**config.mk**
```make
export PLATFORM = sky130hd
export DESIGN_NAME = bcd_clock_counter
export DESIGN_NICKNAME = d
export VERILOG_FILES = /design/src/rtl/clock_pkg.sv /design/src/rtl/bcd_mod_counter.sv /design/src/rtl/bcd_clock_counter.sv
export SDC_FILE = /design/constraint.sdc
export NUM_CORES = 1
export LEC_CHECK = 0
export BUFFER_PORTS_ARGS = -buffer_cell sky130_fd_sc_hd__buf_4
export CORE_MARGIN = 2
export CORE_UTILIZATION = 45
export CTS_BUF_LIST = sky130_fd_sc_hd__clkbuf_4 sky130_fd_sc_hd__clkbuf_8
export DETAILED_ROUTE_END_ITERATION = 10
export HOLD_SLACK_MARGIN = 0.03
export MAX_ROUTING_LAYER = met4
export PLACE_DENSITY = 0.66
export SLEW_MARGIN = 40
export SYNTH_ARGS = -nofsm -noshare
export SYNTH_HDL_FRONTEND = slang
export SYNTH_SLANG_ARGS = --single-unit
```
**constraint.sdc**
```tcl
create_clock -name clk -period 2.24 [get_ports clk]
set_input_delay 0.336 -clock clk [delete_from_list [all_inputs] [get_ports clk]]
set_output_delay 0.336 -clock clk [all_outputs]
set_load 0.05 [all_outputs]
```
**src/rtl/clock_pkg.sv**
```systemverilog
// rtl/clock_pkg.sv - shared types and constants for the BCD time-of-day clock
package clock_pkg;

  // One BCD digit
  typedef logic [3:0] bcd_t;

  // Default clk cycles per second (100 MHz reference)
  localparam int TICKS_DEFAULT = 100000000;

  // Moduli of the two-digit counters
  localparam int MOD_60 = 60;
  localparam int MOD_24 = 24;

endpackage

```
**src/rtl/bcd_mod_counter.sv**
```systemverilog
// rtl/bcd_mod_counter.sv - two-digit BCD counter with programmable modulus
module bcd_mod_counter
  import clock_pkg::*;
#(
  parameter int MODULUS = 60
) (
  input  logic       clk,
  input  logic       rst_n,
  input  logic       inc,
  input  logic       clr,
  output logic [3:0] msd,
  output logic [3:0] lsd,
  output logic       carry
);

  // Digits of the terminal value MODULUS-1 (59 or 23)
  localparam bcd_t TOP_MSD = bcd_t'((MODULUS - 1) / 10);
  localparam bcd_t TOP_LSD = bcd_t'((MODULUS - 1) % 10);

  logic at_top;

  // Terminal-value detect and combinational carry out
  always_comb begin
    at_top = (msd == TOP_MSD) && (lsd == TOP_LSD);
    carry  = inc && at_top;
  end

  // Digit registers: clear wins over increment, wrap at the terminal value
  always_ff @(posedge clk or negedge rst_n) begin
    if (!rst_n) begin
      msd <= '0;
      lsd <= '0;
    end else if (clr) begin
      msd <= '0;
      lsd <= '0;
    end else if (inc) begin
      if (at_top) begin
        msd <= '0;
        lsd <= '0;
      end else if (lsd == 4'd9) begin
        msd <= msd + 4'd1;
        lsd <= '0;
      end else begin
        lsd <= lsd + 4'd1;
      end
    end
  end

endmodule

```
**src/rtl/bcd_clock_counter.sv**
```systemverilog
// rtl/bcd_clock_counter.sv - HH:MM:SS BCD clock with prescaler and set mode
module bcd_clock_counter
  import clock_pkg::*;
#(
  parameter int TICKS_PER_SEC = TICKS_DEFAULT
) (
  input  logic       clk,
  input  logic       rst_n,
  input  logic       run,
  input  logic       set_mode,
  input  logic       inc_hour,
  input  logic       inc_min,
  input  logic       clr_sec,
  output logic [3:0] secMSB,
  output logic [3:0] secLSB,
  output logic [3:0] minMSB,
  output logic [3:0] minLSB,
  output logic [3:0] hourMSB,
  output logic [3:0] hourLSB,
  output logic       sec_tick
);

  localparam int            PW   = $clog2(TICKS_PER_SEC);
  localparam logic [PW-1:0] LAST = PW'(TICKS_PER_SEC - 1);

  logic [PW-1:0] presc;
  logic [2:0]    btn_q;
  logic [2:0]    btn_rise;
  logic          count_en;
  logic          tick_now;
  logic          sec_carry;
  logic          min_carry;
  logic          hours_carry_unused;
  logic          min_inc;
  logic          hour_inc;
  logic          sec_clr;

  // Enables, second strobe and button-edge routing into the digit counters
  always_comb begin
    count_en = run && !set_mode;
    tick_now = count_en && (presc == LAST);
    btn_rise = {inc_hour, inc_min, clr_sec} & ~btn_q;
    sec_clr  = set_mode && btn_rise[0];
    min_inc  = set_mode ? btn_rise[1] : sec_carry;
    hour_inc = set_mode ? btn_rise[2] : min_carry;
  end

  // Prescaler: forced to 0 in set mode so leaving it restarts a full second
  always_ff @(posedge clk or negedge rst_n) begin
    if (!rst_n) begin
      presc <= '0;
    end else if (set_mode) begin
      presc <= '0;
    end else if (count_en) begin
      if (presc == LAST) begin
        presc <= '0;
      end else begin
        presc <= presc + 1'b1;
      end
    end
  end

  // Registered second pulse, aligned with the seconds digit update
  always_ff @(posedge clk or negedge rst_n) begin
    if (!rst_n) begin
      sec_tick <= 1'b0;
    end else begin
      sec_tick <= tick_now;
    end
  end

  // Button edge-detect history, tracked in every mode
  always_ff @(posedge clk or negedge rst_n) begin
    if (!rst_n) begin
      btn_q <= '0;
    end else begin
      btn_q <= {inc_hour, inc_min, clr_sec};
    end
  end

  bcd_mod_counter #(.MODULUS(MOD_60)) u_sec (
    .clk   (clk),
    .rst_n (rst_n),
    .inc   (tick_now),
    .clr   (sec_clr),
    .msd   (secMSB),
    .lsd   (secLSB),
    .carry (sec_carry)
  );

  bcd_mod_counter #(.MODULUS(MOD_60)) u_min (
    .clk   (clk),
    .rst_n (rst_n),
    .inc   (min_inc),
    .clr   (1'b0),
    .msd   (minMSB),
    .lsd   (minLSB),
    .carry (min_carry)
  );

  bcd_mod_counter #(.MODULUS(MOD_24)) u_hour (
    .clk   (clk),
    .rst_n (rst_n),
    .inc   (hour_inc),
    .clr   (1'b0),
    .msd   (hourMSB),
    .lsd   (hourLSB),
    .carry (hours_carry_unused)
  );

endmodule

```
==> impl_metrics.csv <==
group,metric,value,unit
status,status,"complete, no violations",
floorplan,core_area,0.00687,mm^2
clocking,htreeDepth,2,
detailed_routing,drt.antenna.violating_nets,0,
global_routing,gr-total-overflow,0,
clocking,cts.path.max_buffers,2,
sta,rsz0062_at_grt,"no",
power_and_ir_drop,pwr-share-clk,20.6,%
setup_path,cp-end-kind,"flop",
yosys,ys_warn_count,0,
power_and_ir_drop,peakVddDrop,0.000283,V
floorplan,dieArea,0.00785,mm^2
sta,max_slew_margin,53.1,%
final_layout,fill_cells,608,
final_layout,num_antenna_cells,0,
yosys,syn_area,0.00322,mm^2
detailed_routing,route.detailed.drc,0,
yosys,postSynthAreaPerCell,9.33,um^2
sta,fmax,475,MHz
sta,finalHoldViolCount,0,
setup_path,path_cells,"nor4bb_2, nand4_1, o41ai_2, buf_4, o21ai_1, a22o_1",
clocking,numClockSinks,55,
yosys,synth-main-ff-cell,"dfrtp_1",
sta,skew,6.41,ps
clocking,clockRootBuffer,"clkbuf_8",
final_layout,drive_gt1_share,19.1,%
power_and_ir_drop,p_comb_share,36.3,%
setup_path,cp.arrival,2310,ps
setup_path,cp-start-kind,"flop",
yosys,synth.largest_area_cell,"dfrtp_1",
clocking,clkLatencyLatePin,310,ps
setup_path,path_buf_inv,1,
floorplan,die_h,88.6,um
yosys,yosysUniqueCellTypes,53,
yosys,syn-num-nets,365,
yosys,yosysSeqAreaShare,42.8,%
yosys,synth_edf_count,0,
setup_path,path_max_fanout,5,
power_and_ir_drop,power.switching,1.19,mW
detailed_routing,drt_wl_total,7.27,mm
global_routing,grt_pass1_vias,2652,
yosys,async_flop_share,100,%
clocking,cts_buffers,5,
yosys,ys_top_cells_by_area,"dfrtp_1 43%, ha_1 5.1%, mux2_1 3.8%, a21oi_1 3.7%, nand2_1 3.3%",
setup_path,required,2450,ps
setup_path,cpPeakStageDelay,550,ps
detailed_routing,drt_first_pass_iters,4,
final_layout,areaGrowthSynthToFinish,18.2,%
power_and_ir_drop,p_leak,1.69,nW
power_and_ir_drop,power_density,777,mW/mm^2
detailed_routing,drt_iter0_markers,154,
global_routing,grt_max_degree,56,
setup_path,path_class,"reg2reg",
placement,place_congestion,0.860,
sta,fin_setup_tns,0,ps
detailed_routing,wl_per_cell,14.9,um
placement,post-dp-hpwl,5.24,mm
sta,setup_viol,0,
final_layout,postLayoutCoreUtil,55.4,%
detailed_routing,routed_via_density,5.67,
detailed_routing,vias,2774,
setup_path,slowest_stage,"o41ai_2",
worst_hold_path,hold_class,"in2async",
floorplan,std_cell_rows,30,
run,drv_cap,0,
global_routing,grtUsageTotal,20.5,%
power_and_ir_drop,intPower,1.77,mW
floorplan,initial_core_util,46.9,%
sta,tightest_slew,703,ps
floorplan,io_pins,32,
yosys,postSynthCellCount,345,
power_and_ir_drop,sw_frac_of_total,40.2,%
global_routing,antenna_found_initial,0,
clocking,cts_tree,"done",
floorplan,die_width,88.6,um
yosys,synth-seq-cells,55,
sta,fin_crit_sh,94.0,%
clocking,ctsHoldBuffers,0,
sta,min_period,2110,ps
final_layout,fin_nets,412,
yosys,synth_top_area_share,42.8,%
setup_path,worst_path_dominant_cell_family,"compound AO/OA/AOI/OAI gates",
placement,port-buffer-count,31,
global_routing,grt_pass1_wl,12.4,mm
clocking,cts.clk_slew.worst_paths,100,ps
power_and_ir_drop,seq_power_share,43.1,%
sta,slew_violations,0,
cell usage after synthesis (all sizes together), types with 3 or more instances:
cell type  count
a211o          3
a21oi         24
a31oi         16
and2           3
and3           8
and3b          5
and4           4
buf            5
clkbuf         8
dfrtp         55
ha            13
inv           13
mux2          11
nand2         29
nand2b         7
nand3         18
nand3b         5
nand4         13
nor2          27
nor2b          4
nor3          10
nor4           8
o21ai         15
o2bb2ai        3
or3            4
or4            4
xor2           3
worst register-to-register path, cell delays in order, from the launching register on:
cell and delay [ps]:
dfrtp_1 440, nor4bb_2 330, nand4_1 180, o41ai_2 550, buf_4 210, o21ai_1 60, a22o_1 240
registers in the layout, summed over array words and instances (netlist names):
register	count
u_hour.msd	4
u_min.lsd	4
u_sec.msd	4
u_sec.lsd	4
sec_tick	1
u_hour.lsd	4
btn_q	3
u_min.msd	4
presc	27
power by group through the flow:
stage	Sequential [mW]	Combinational [mW]	Clock, mW
floorplan	1.67	0.356	0
global placement	1.29	1.06	0
detailed placement	1.30	1.08	0
CTS	1.28	1.08	0.637
global route	1.30	1.17	0.668
finish	1.27	1.07	0.609
worst paths after layout:
| check | from | endpoint | slack [ps] | cells after the start |
|---|---|---|---|---|
| min reg2reg | u_hour.msd[3] | u_hour.msd[3] | 520 | 1 |
| max in group asynchronous | rst_n | u_sec.lsd[0] | 1670 | 1 |
| min in group clk | inc_min | btn_q[1] | 140 | 1 |
| min | rst_n | u_sec.msd[2] | 50 | 1 |
| max | presc[19] | presc[14] | 130 | 6 |
| max reg2reg | presc[19] | presc[14] | 130 | 6 |
layout by cell type, fill, tap and decap left out, drive strengths merged, types with 5 or more instances in the layout:
cell,Yosys,routed
nor3,10,10
a31oi,16,16
nand2,29,29
buf,5,53
inv,13,13
nor4,8,8
a21oi,24,24
ha,13,13
nor2,27,27
nand2b,7,7
nand3,18,18
nand3b,5,5
dfrtp,55,55
mux2,11,11
nand4,13,13
and3b,5,5
and3,8,8
clkbuf,8,7
o21ai,15,15
cell type report:
cell class	count	area, um^2	area share [%]
clock buffer	7	96.3	2.53
clock inverter	1	7.51	0.197
inverter	13	48.8	1.28
multi-input combinational	264	1760	46.2
sequential	55	1380	36.2
tap	96	120	3.16
timing repair buffer	53	398	10.5
metrics by stage:
| step | std cells | power (mW) | instance area, um^2 | setup WS (ps) | hold WS (ps) |
|---|---|---|---|---|---|
| 2_1_floorplan | 345 | 2.02 | 3230 | 29.9 | 40.4 |
| 3_3_place_gp | 481 | 2.35 | 3690 | 166 | 434 |
| 3_5_place_dp | 481 | 2.37 | 3690 | 130 | 435 |
| 4_1_cts | 489 | 2.99 | 3800 | 94.3 | 84.6 |
| 5_1_grt | 489 | 3.13 | 3810 | 11.4 | 106 |
| 6_report | 489 | 2.96 | 3810 | 134 | 53.8 |
cell families after synthesis:
family / synth area share (%)
adders and majority gates: 5.05
muxes: 4.47
DFF: 42.8
and+or+nand+nor: 27.7
AOI/OAI and AO/OA: 15.9
buffers and inverters: 3.23
xor gates and xnor gates: 0.816
repair_timing:
| item | CTS | global route |
|---|---|---|
| buffers inserted | 0 | 0 |
| setup endpoints to repair | 0 | 10 |
| resized for setup | 0 | 2 |
layer usage:
layer  vias to the layer above  global-route usage (%)  wire length (um)
li1                       1382                       -                 -
met1                      1337                    26.9              3520
met2                        48                    33.4              3480
met3                         7                    3.64               188
met4                         0                    4.82                78
met5                         -                       -                 0
(Power assumes the default switching activity.)
